$ cat config.mk
export PLATFORM = sky130hd
export DESIGN_NAME = clk_div_prog
export DESIGN_NICKNAME = d
export VERILOG_FILES = /design/src/rtl/clk_div_prog.sv
export SDC_FILE = /design/constraint.sdc
export NUM_CORES = 1
export LEC_CHECK = 0
export BUFFER_PORTS_ARGS = -buffer_cell sky130_fd_sc_hd__buf_4
export CORE_ASPECT_RATIO = 1.5
export CORE_MARGIN = 2
export CORE_UTILIZATION = 47
export CTS_CLUSTER_SIZE = 20
export DETAILED_ROUTE_END_ITERATION = 7
export PLACE_DENSITY = 0.77
export SLEW_MARGIN = 20
export SYNTH_ARGS = -nofsm -noshare
export SYNTH_HDL_FRONTEND = slang
export SYNTH_SLANG_ARGS = --single-unit
$ cat constraint.sdc
create_clock -name CLK_100MHz -period 3.3 [get_ports CLK_100MHz]
set_clock_uncertainty 0.15 [all_clocks]
set_input_delay 0.165 -clock CLK_100MHz [delete_from_list [all_inputs] [get_ports CLK_100MHz]]
set_output_delay 0.165 -clock CLK_100MHz [all_outputs]
set_load 0.03 [all_outputs]
$ cat src/rtl/clk_div_prog.sv
// clk_div_prog: runtime-programmable counter-based clock divider.
// It produces a registered divided waveform (CLK) and a one-cycle TICK
// strobe at the end of each period. Everything runs in the CLK_100MHz domain.
// New divisor/duty values are held as pending and are applied only at a wrap
// or while disabled, so a period that is already in progress is never cut short.
module clk_div_prog #(
  parameter int WIDTH        = 16,
  parameter int DEFAULT_DIV  = 2048,
  parameter int DEFAULT_DUTY = 1024
) (
  input  logic             CLK_100MHz,
  input  logic             RST_N,
  input  logic             EN,
  input  logic [WIDTH-1:0] DIV,
  input  logic [WIDTH-1:0] DUTY,
  input  logic             DIV_LD,
  output logic             CLK,
  output logic             TICK,
  output logic [WIDTH-1:0] CNT
);

  localparam logic [WIDTH-1:0] DIV_RST  = WIDTH'(DEFAULT_DIV);
  localparam logic [WIDTH-1:0] DUTY_RST = WIDTH'(DEFAULT_DUTY);
  localparam logic [WIDTH-1:0] MIN_DIV  = WIDTH'(2);
  localparam logic [WIDTH-1:0] ONE      = WIDTH'(1);

  logic [WIDTH-1:0] cnt_q, cnt_d;
  logic             clk_q, clk_d;
  logic             tick_q, tick_d;
  logic [WIDTH-1:0] div_a_q, div_a_d;
  logic [WIDTH-1:0] duty_a_q, duty_a_d;
  logic [WIDTH-1:0] div_p_q, div_p_d;
  logic [WIDTH-1:0] duty_p_q, duty_p_d;
  logic             pend_q, pend_d;

  logic [WIDTH-1:0] div_clamp;
  logic [WIDTH-1:0] duty_clamp;
  logic [WIDTH-1:0] div_next;
  logic [WIDTH-1:0] duty_next;
  logic             have_new;
  logic             wrap;

  // Clamp the requested values and select the values that a reload would use.
  // A load on the same edge overrides anything already pending.
  always_comb begin
    div_clamp  = (DIV < MIN_DIV) ? MIN_DIV : DIV;
    duty_clamp = (DUTY > div_clamp) ? div_clamp : DUTY;
    div_next   = DIV_LD ? div_clamp  : div_p_q;
    duty_next  = DIV_LD ? duty_clamp : duty_p_q;
    have_new   = DIV_LD | pend_q;
    wrap       = (cnt_q == (div_a_q - ONE));
  end

  // Next-state logic: pending capture, the phase counter, outputs and reload.
  always_comb begin
    cnt_d    = cnt_q;
    clk_d    = clk_q;
    tick_d   = tick_q;
    div_a_d  = div_a_q;
    duty_a_d = duty_a_q;
    div_p_d  = div_p_q;
    duty_p_d = duty_p_q;
    pend_d   = pend_q;

    if (DIV_LD) begin
      div_p_d  = div_clamp;
      duty_p_d = duty_clamp;
      pend_d   = 1'b1;
    end

    if (!EN) begin
      cnt_d  = '0;
      clk_d  = 1'b0;
      tick_d = 1'b0;
      if (have_new) begin
        div_a_d  = div_next;
        duty_a_d = duty_next;
        pend_d   = 1'b0;
      end
    end else begin
      clk_d  = (cnt_q < duty_a_q);
      tick_d = wrap;
      if (wrap) begin
        cnt_d = '0;
        if (have_new) begin
          div_a_d  = div_next;
          duty_a_d = duty_next;
          pend_d   = 1'b0;
        end
      end else begin
        cnt_d = cnt_q + ONE;
      end
    end
  end

  // State registers; an asynchronous reset restores the default period and duty.
  always_ff @(posedge CLK_100MHz or negedge RST_N) begin
    if (!RST_N) begin
      cnt_q    <= '0;
      clk_q    <= 1'b0;
      tick_q   <= 1'b0;
      div_a_q  <= DIV_RST;
      duty_a_q <= DUTY_RST;
      div_p_q  <= DIV_RST;
      duty_p_q <= DUTY_RST;
      pend_q   <= 1'b0;
    end else begin
      cnt_q    <= cnt_d;
      clk_q    <= clk_d;
      tick_q   <= tick_d;
      div_a_q  <= div_a_d;
      duty_a_q <= duty_a_d;
      div_p_q  <= div_p_d;
      duty_p_q <= duty_p_d;
      pend_q   <= pend_d;
    end
  end

  assign CNT  = cnt_q;
  assign CLK  = clk_q;
  assign TICK = tick_q;

endmodule

==> flow_summary.toml, run 1 <==
[final_layout]
drive_gt1_frac = 0.231
areaGrowthSynthToFinish_pct = 25.6
diodes = 0
fin_nets = 613
fillers = 751

[route]
via_count = 3895
wl_mm = 12.3
wl_per_cell_um = 18.5
first_pass_iters = 5
drtIter0Drc = 360
drt.antenna.violating_nets = 0
drc = 0
viasPerCell = 5.85

[setup_path]
worstPathRequired_ns = 3.37
crit_path_end_kind = "register"
worstSetupPathType = "register to register"
startpoint_type = "register"
crit_arrival_ns = 3.34
cp_max_fo = 8

[logic_synthesis]
ys.flop_type = "dfrtp_1"
ys_seq_elements = 83
ys_async_sr_fraction = 1.00
synthCells = 469
synth_area_um2 = 4750
synth_seq_area_share = 0.438
synth-adder-area-share = 0.0869
syn_avg_cell_area_um2 = 10.1
synth-simple-area-share = 0.147
synth_xor_area_frac = 0.0608
synth_mux_area_frac = 0.113
synth_warnings = 0
synth_cell_type_count = 50
synthesis.nets = 538
synth_compound_area_frac = 0.105
synth_edf_count = 0
synth_top_family_by_area = "simple AND/OR/NAND/NOR gates"

[grt]
grt.total_usage = 0.224
grt_overflow = 0
antenna_found_initial = 0
grt_max_degree = 84
grt_pass1_wl_mm = 19.4
grt_pass1_vias = 3936

[timing]
hold_viol = 0
relSlewSlack = 0.523
fin_crit_sh = 0.991
worst_pin_slew_ns = 0.716
maxSlewViolCount = 0
fin_crit_ns = 3.27
max_freq_ghz = 0.306
fin_setup_tns_ns = 0
setup_viol = 0
rsz0062_at_grt = "yes"

[clocking]
htreeDepth = 3
cts_buffers = 9
clkTransAtPathRegs_ns = 0.06
clk-insertion-delay-late_ns = 0.34
cts_buffer_depth = 2
cts_root_buffer = "clkbuf_16"
cts_num_sinks = 83
cts_tree = "done"

[floorplanning]
die-area_um2 = 11000
start_util = 0.477
die_w_um = 86.1
die_h_um = 127
io_pins = 54
placementRows = 45
core_area_um2 = 9970

[power_and_ir_drop]
p_int_w = 0.00213
powerDensity_nw_per_um2 = 503
pwr-share-clk = 0.358
total_power_w = 0.00300
p_comb_frac = 0.213
swShare = 0.288
seqPwrFrac = 0.429
p_leak_nw = 2.82
vdd_drop_max_mv = 0.267
switching_power_w = 0.000865

[placed_design]
place.gp.congestion = 0.955
dp_hpwl_mm = 8.42
port_buffers = 53

[run_status]
status = "finished, final reports clean"

[job]
maxCapViolCount = 0

[worst_hold_path]
hold_path.class = "primary input to register"
-- flip-flops by register name, summed over array words and instances, names as in the netlist --
signal and count:
CNT 16, CLK 1, TICK 1, div_p_q 16
duty_a_q 16, pend_q 1, duty_p_q 16, div_a_q 16
-- area by class of cell --
| cell class | count | area (µm²) | share of cell area |
|---|---|---|---|
| well taps | 117 | 146 | 0.0245 |
| inverters | 38 | 143 | 0.0239 |
| multi-input cells | 330 | 2560 | 0.429 |
| clock buffers | 10 | 229 | 0.0384 |
| flip-flops and latches | 83 | 2080 | 0.349 |
| repair buffers | 82 | 716 | 0.120 |
| clock inverters | 6 | 91.3 | 0.0153 |
-- logic make-up after synthesis --
| logic type | count (synthesis) |
|---|---|
| buffers and inverters | 56 |
| adder cells (fa/ha/maj) | 33 |
| flip-flops | 83 |
| AO/OA/AOI/OAI | 77 |
| XOR/XNOR | 33 |
| multiplexers | 48 |
| AND/OR/NAND/NOR | 139 |
-- placed cells by master (no fill, tap or decap), types with 4 or more instances in the layout --
cell and n:
mux2_1 22, nor2b_1 4, xor2_1 19, ha_1 32, nor3_1 4, xnor2_1 13, o21ai_0 19, inv_1 37
a21o_1 7, nand3_1 29, buf_4 59, mux2_4 9, dlygate4sd3_1 18, nand4_1 9, dfstp_2 4, mux2_2 16
and3_1 7, or3_1 4, nand2_1 11, nor4_1 6, a21oi_1 11, clkbuf_16 11, nor2_1 47, a31oi_1 16
dfrtp_1 79
-- worst paths after layout --
| path | from | to | slack (ns) | cells after the start |
|---|---|---|---|---|
| worst max register to register | div_a_q[1]$_DFFE_PN0P_ | div_a_q[5]$_DFFE_PN0P_ | 0.03 | 10 |
| worst max-delay path | div_a_q[1]$_DFFE_PN0P_ | div_a_q[5]$_DFFE_PN0P_ | 0.03 | 10 |
| min in group asynchronous | RST_N | CNT[3]$_DFF_PN0_ | 0.28 | 2 |
| max in group asynchronous | RST_N | duty_a_q[13]$_DFFE_PN0P_ | 2.23 | 2 |
| worst min register to register | duty_a_q[12]$_DFFE_PN0P_ | duty_a_q[12]$_DFFE_PN0P_ | 0.35 | 1 |
| worst min-delay path | DUTY[8] | duty_p_q[8]$_DFF_PN0_ | 0.01 | 3 |
-- per-stage QoR --
stage	setup WS, ns	hold slack (ns)	cell area [µm²]	instances	utilization
2_1_floorplan	0.275	-0.281	4750	469	-
3_3_place_gp	0.101	0.222	5270	628	0.529
3_5_place_dp	0.0424	0.238	5270	628	0.529
4_1_cts	0.00642	0.00610	5770	662	0.579
5_1_grt	-0.0897	0.0179	5970	666	0.599
6_report	0.0296	0.0148	5970	666	0.599
-- critical path, stage by stage, from the launching register on --
cell       delay, ns
dfrtp_1         0.43
inv_2           0.09
ha_4            0.14
or4b_4          0.53
nor2_4          0.14
xnor2_2         0.12
nand4_1         0.13
or4_4           0.57
o22ai_4         0.29
clkbuf_16       0.23
mux2_1          0.33
-- cell usage after synthesis, types with 2 or more instances --
| library cell | number | area share |
|---|---|---|
| a2111oi_0 | 2 | 0.0037 |
| a21o_1 | 7 | 0.011 |
| a21oi_1 | 11 | 0.012 |
| a31o_2 | 2 | 0.0037 |
| a31oi_1 | 16 | 0.021 |
| and2_1 | 2 | 0.0026 |
| and3_1 | 7 | 0.0092 |
| buf_6 | 3 | 0.0071 |
| clkbuf_1 | 14 | 0.011 |
| dfrtp_1 | 79 | 0.42 |
| dfstp_2 | 4 | 0.022 |
| ha_1 | 33 | 0.087 |
| inv_1 | 38 | 0.030 |
| mux2_1 | 32 | 0.076 |
| mux2_2 | 15 | 0.036 |
| nand2_1 | 11 | 0.0087 |
| nand3_1 | 29 | 0.031 |
| nand4_1 | 9 | 0.012 |
| nor2_1 | 48 | 0.038 |
| nor2b_1 | 4 | 0.0053 |
| nor3_1 | 5 | 0.0053 |
| nor4_1 | 10 | 0.013 |
| o211ai_1 | 3 | 0.0047 |
| o21a_1 | 2 | 0.0032 |
| o21ai_0 | 21 | 0.022 |
| o22ai_1 | 2 | 0.0026 |
| or2_2 | 2 | 0.0026 |
| or3_1 | 4 | 0.0053 |
| or4_1 | 2 | 0.0032 |
| xnor2_1 | 14 | 0.026 |
| xor2_1 | 19 | 0.035 |
-- power by group through the flow --
stage          sequential (W)  clock [W]  combinational, W
2_1_floorplan         0.00125          0          0.000385
5_1_grt               0.00130    0.00112          0.000706
3_3_place_gp          0.00128          0          0.000518
4_1_cts               0.00127    0.00108          0.000574
6_report              0.00129    0.00107          0.000639
3_5_place_dp          0.00129          0          0.000550
-- per-layer routing --
| layer | vias up | GRT usage | wire (µm) |
|---|---|---|---|
| met5 | - | 0 | 0 |
| met4 | 0 | 0.0887 | 306 |
| met3 | 28 | 0.0375 | 512 |
| met2 | 130 | 0.385 | 6470 |
| met1 | 1912 | 0.277 | 5010 |
| li1 | 1825 | - | - |
-- what timing repair did --
| action | 4_1_cts | 5_1_grt |
|---|---|---|
| setup buffers | 0 | 1 |
| hold buffers | 18 | 0 |
| endpoints found under the setup margin | 0 | 32 |
| resized for setup | 0 | 29 |
| endpoints found under the hold margin | 96 | 0 |
Power figures use the tool's default switching activity.
==> inputs of run 2 (changes only) <==
--- a/config.mk
+++ b/config.mk
@@ -6,6 +6,7 @@
 export NUM_CORES = 1
 export LEC_CHECK = 0
 export BUFFER_PORTS_ARGS = -buffer_cell sky130_fd_sc_hd__buf_4
+export CAP_MARGIN = 40
 export CORE_ASPECT_RATIO = 1.5
 export CORE_MARGIN = 2
 export CORE_UTILIZATION = 47
==> constraint.sdc (replaced) <==
create_clock -name CLK_100MHz -period 4 [get_ports CLK_100MHz]
set_clock_uncertainty 0.15 [all_clocks]
set_input_delay 0.2 -clock CLK_100MHz [delete_from_list [all_inputs] [get_ports CLK_100MHz]]
set_output_delay 0.2 -clock CLK_100MHz [all_outputs]
set_load 0.03 [all_outputs]
==> run 2 against run 1 <==
  * Register-to-register slack better by 0.40 ns
  * Flip-flop and latch count unchanged
  * Cell area down 7.0%
  * Clock power down 24%
  * Final cell count down 3.8%
  * Die area unchanged
==> flow_summary.toml, run 2 (synthesized netlist as in run 1, its figures left out) <==
[clocking]
ctsResizeCount = 0
clk-insertion-delay-late_ns = 0.33
cts_buffer_depth = 2
cts_num_sinks = 83
htreeDepth = 3
cts_setup_buffers = 0
clkTransAtPathRegs_ns = 0.06
cts_root_buffer = "clkbuf_16"
cts_tree = "done"
cts_buffers = 9

[job]
maxCapViolCount = 0

[worst_hold_path]
min-delay-start = "DIV[7]"
whs_path_depth = 2
hold_path_end = "div_p_q[7]$_DFF_PN0_"
hold_path.class = "primary input to register"

[route]
drc = 0
drtIter0Drc = 314
drt.antenna.violating_nets = 0
first_pass_iters = 5
via_count = 3749
viasPerCell = 5.85
wl_per_cell_um = 18.0
wl_mm = 11.5

[final_layout]
final_cell_mix = "79 x dfrtp_1, 55 x buf_4, 48 x nor2_1, 38 x inv_1, 33 x ha_1"
drive_gt1_frac = 0.181
finalNonFillerCells = 641
areaGrowthSynthToFinish_pct = 16.8
fin_util = 0.557
layout_commonest_cell = "dfrtp_1"
fin_nets = 588
diodes = 0

[setup_path]
crit_path_end_kind = "register"
cp_max_fo = 32
timing.rr.end = "div_a_q[9]$_DFFE_PN0P_"
worstPathRequired_ns = 4.06
worstSetupPathType = "register to register"
startpoint_type = "register"
r2r_start = "div_a_q[0]$_DFFE_PN0P_"
ff2ff_setup_slack_ns = 0.43
reg2reg_depth = 10
crit_arrival_ns = 3.63

[power_and_ir_drop]
seqPwrFrac = 0.452
p_leak_nw = 2.62
total_power_w = 0.00232
switching_power_w = 0.000672
p_int_w = 0.00165
p_comb_frac = 0.195
vdd_drop_max_mv = 0.242
swShare = 0.289
powerDensity_nw_per_um2 = 418
pwr-share-clk = 0.353

[floorplanning]
die_w_um = 86.1
io_pins = 54
placementRows = 45
die_h_um = 127
start_util = 0.477
die-area_um2 = 11000
core_area_um2 = 9970

[timing]
maxSlewViolCount = 0
hold_viol = 0
fin_ws_ns = 0.428
fin_crit_ns = 3.57
rsz0062_at_grt = "no"
relSlewSlack = 0.420
max_freq_ghz = 0.280
setup_viol = 0
fin_crit_sh = 0.893
worst_pin_slew_ns = 0.867
fin_setup_tns_ns = 0

[run_status]
status = "finished, final reports clean"

[placed_design]
port_buffers = 53
placed_cells = 624
post-place-ws_ns = 0.531
place.gp.congestion = 1.00
dp_hpwl_mm = 8.63

[grt]
antenna_found_initial = 0
grt_pass1_vias = 3752
grt.total_usage = 0.220
grt_pass1_wl_mm = 19.1
grt_max_degree = 64
grt_overflow = 0
run 2: changes by cell type in the layout (fill, tap and decap cells not counted), moves of 3 or more:
| cell | previous run | this run |
|---|---|---|
| dlygate4sd3_1 | 18 | 1 |
| mux2_1 | 22 | 32 |
| mux2_4 | 9 | 0 |
| buf_4 | 59 | 55 |
| nor4_1 | 6 | 10 |
| nor4_2 | 3 | 0 |
run 2: worst max-delay path, stage by stage (launching register included):
cell and delay, ns:
dfrtp_1 0.42, inv_1 0.07, ha_1 0.21, or4b_4 0.53
nor4_1 0.44, o22ai_1 0.16, o21bai_1 0.18, or4_1 0.41
o22ai_2 0.10, buf_4 0.39, mux2_1 0.37
run 2: layout make-up:
class                           count  area, µm²
Fill cell                         879       4410
Multi-Input combinational cell    330       2440
Sequential cell                    83       2080
Timing Repair Buffer               57        450
Clock buffer                       11        233
Tap cell                          117        146
Inverter                           38        143
Clock inverter                      5       62.6
run 2: worst max-delay path by stage:
stage | start | to | slack, ns | cells after the start
2_1_floorplan | div_a_q[0]$_DFFE_PN0P_ | duty_a_q[0]$_DFFE_PN0P_ | 0.98 | 10
3_3_place_gp | div_a_q[0]$_DFFE_PN0P_ | duty_a_q[8]$_DFFE_PN0P_ | 0.53 | 10
3_5_place_dp | div_a_q[0]$_DFFE_PN0P_ | duty_a_q[9]$_DFFE_PN0P_ | 0.53 | 10
4_1_cts | div_a_q[0]$_DFFE_PN0P_ | div_a_q[9]$_DFFE_PN0P_ | 0.51 | 10
5_1_grt | div_a_q[0]$_DFFE_PN0P_ | div_a_q[12]$_DFFE_PN0P_ | 0.34 | 10
6_report | div_a_q[0]$_DFFE_PN0P_ | div_a_q[9]$_DFFE_PN0P_ | 0.43 | 10
run 2: through the flow:
stage	hold slack [ns]	area, µm²
floorplan	-0.246	4750
global placement	0.268	5220
detailed placement	-0.0303	5250
CTS	0.00219	5550
global route	0.00981	5550
finish	0.0125	5550
run 2: repair_timing:
| action | 4_1_cts | 5_1_grt |
|---|---|---|
| setup endpoints to repair | 0 | 0 |
| endpoints found under the hold margin | 79 | 0 |
| hold buffers | 1 | 0 |
run 2: power by group through the flow:
stage / clock, W / combinational [W] / sequential [W]
global placement: 0 / 0.000426 / 0.00106
global route: 0.000874 / 0.000513 / 0.00106
detailed placement: 0 / 0.000447 / 0.00106
floorplan: 0 / 0.000317 / 0.00103
CTS: 0.000834 / 0.000454 / 0.00105
finish: 0.000818 / 0.000453 / 0.00105
run 2: routing by layer:
layer	global-route usage	wire [µm]	up-vias
li1	-	-	1777
met1	0.283	4900	1825
met2	0.369	5750	120
met3	0.0284	482	27
met4	0.0971	387	0
met5	0	0	-
==> inputs of run 3 (changes only) <==
--- a/config.mk
+++ b/config.mk
@@ -7,7 +7,6 @@
 export LEC_CHECK = 0
 export BUFFER_PORTS_ARGS = -buffer_cell sky130_fd_sc_hd__buf_4
 export CAP_MARGIN = 40
-export CORE_ASPECT_RATIO = 1.5
 export CORE_MARGIN = 2
 export CORE_UTILIZATION = 47
 export CTS_CLUSTER_SIZE = 20
==> run 3 against run 2 <==
  * Highest routed layer unchanged
  * Cell area up 1.7%
  * Critical endpoint is now duty_a_q[1]$_DFFE_PN0P_
  * Hold slack worse by 0.0073 ns
  * Largest power group unchanged
  * Worst setup slack worse by 0.21 ns
  * Non-clock buffer count up 16
  * Fmax down 5.5%
  * Sequential power about the same
  * Routed wire length up 1.4%
  * First-iteration DRC count down 13%
  * Combinational power up 3%
  * Via count up 2.1%
  * Critical path depth up 3
  * Sequential share of layout area down 0.62 points
==> flow_summary.toml, run 3 (synthesized netlist as in run 1, its figures left out) <==
[setup_path]
crit_path_end_kind = "register"
startpoint_type = "primary input"
worstSetupPathType = "primary input to register"
crit_arrival_ns = 3.88
cp_max_fo = 17
worstPathRequired_ns = 4.10

[route]
wl_mm = 11.7
drt.antenna.violating_nets = 0
via_count = 3829
viasPerCell = 5.69
wl_per_cell_um = 17.4
drtIter0Drc = 273
first_pass_iters = 5
drc = 0

[worst_hold_path]
hold_path.class = "primary input to register"

[timing]
worst_pin_slew_ns = 0.591
fin_crit_ns = 3.78
rsz0062_at_grt = "no"
fin_crit_sh = 0.945
hold_viol = 0
maxSlewViolCount = 0
hold_ws_ns = 0.00520
setup_viol = 0
fin_setup_tns_ns = 0
relSlewSlack = 0.600
max_freq_ghz = 0.264

[run_status]
status = "finished, final reports clean"

[final_layout]
fin_nets = 604
areaGrowthSynthToFinish_pct = 18.8
final_cell_mix = "79 x dfrtp_1, 56 x buf_4, 48 x nor2_1, 38 x inv_1, 33 x ha_1"
layout_commonest_cell = "dfrtp_1"
diodes = 0
drive_gt1_frac = 0.176
finalNonFillerCells = 673

[floorplanning]
core_area_um2 = 9770
placementRows = 36
io_pins = 54
die-area_um2 = 10900
start_util = 0.486
die_w_um = 105
die_h_um = 105

[grt]
antenna_found_initial = 0
grt_pass1_vias = 3900
grt_max_degree = 52
grt.total_usage = 0.223
grt_overflow = 0
grt_pass1_wl_mm = 19.3

[job]
maxCapViolCount = 0

[clocking]
ctsResizeCount = 0
htreeDepth = 3
cts_buffer_depth = 2
cts_buffers = 9
clkTransAtPathRegs_ns = 0.09
cts_num_sinks = 83
cts_tree = "done"
cts_root_buffer = "clkbuf_8"
clk-insertion-delay-late_ns = 0.36

[power_and_ir_drop]
powerDensity_nw_per_um2 = 384
vdd_drop_max_mv = 0.163
p_leak_nw = 2.66

[placed_design]
port_buffers = 53
placed_cells = 641
dp_hpwl_mm = 8.48
place.gp.congestion = 0.950
==> run 3: changes by cell type in the layout (fill, tap and decap cells not counted), sizes merged <==
cell,change
clkbuf,+1
bufinv,+1
clkinvlp,-1
inv,-1
dlygate4sd3,+15
buf,+1
==> run 3: repair_timing <==
item,4_1_cts,5_1_grt
hold buffers,13,3
setup buffers,0,0
hold endpoints to repair,44,3
==> run 3: critical path, stage by stage <==
cell and delay, ns:
dlygate4sd3_1 0.54, buf_4 0.16, nor4_1 0.34, nand4_1 0.18, and2_1 0.24, ha_1 0.29, nand4_1 0.13, nor4_1 0.35
nor3_1 0.16, o21a_1 0.34, or3_1 0.39, a31o_2 0.26, mux2_1 0.30
==> run 3: area by class of cell <==
cell class	instances	area [µm²]
Clock buffer	12	135
Clock inverter	4	76.3
Fill cell	837	4130
Inverter	38	143
Multi-Input combinational cell	330	2440
Sequential cell	83	2080
Tap cell	133	166
Timing Repair Buffer	73	608
==> run 3: path summary, 6_finish.rpt <==
path / depth (start not counted) / from / endpoint / slack, ns
setup / recovery: 13 / DIV[14] / duty_a_q[1]$_DFFE_PN0P_ / 0.22
hold / removal: 3 / DUTY[10] / duty_p_q[10]$_DFF_PN1_ / 0.005
setup reg to reg: 10 / div_a_q[0]$_DFFE_PN0P_ / div_a_q[13]$_DFFE_PN0P_ / 0.53
hold reg to reg: 1 / duty_a_q[3]$_DFFE_PN0P_ / duty_a_q[3]$_DFFE_PN0P_ / 0.35
max in group asynchronous: 3 / RST_N / div_p_q[11]$_DFF_PN1_ / 2.88
min in group asynchronous: 2 / RST_N / CNT[14]$_DFF_PN0_ / 0.18
==> run 3: report_power, final <==
group | internal [W] | switching (W) | total [W]
clock | 0.000354 | 0.000299 | 0.000653
combinational | 0.000217 | 0.000248 | 0.000465
sequential | 0.000955 | 0.0000929 | 0.00105
total | 0.00153 | 0.000640 | 0.00217
==> run 3: per-layer routing <==
layer,up-vias,share of wire,track usage
met5,-,0,0
met4,0,0.023,0.0898
met3,26,0.043,0.0418
met2,112,0.51,0.386
met1,1889,0.43,0.276
li1,1802,-,-
==> run 3: stage by stage <==
step / worst slack (ns) / utilization / power [W] / cell area [µm²]
final: 0.219 / 0.578 / 0.00217 / 5650
after detailed placement: 0.491 / 0.540 / 0.00151 / 5280
after global placement: 0.649 / 0.535 / 0.00148 / 5230
after floorplan: 0.975 / - / 0.00135 / 4750
after global routing: 0.110 / 0.578 / 0.00228 / 5650
after CTS: 0.320 / 0.575 / 0.00217 / 5620
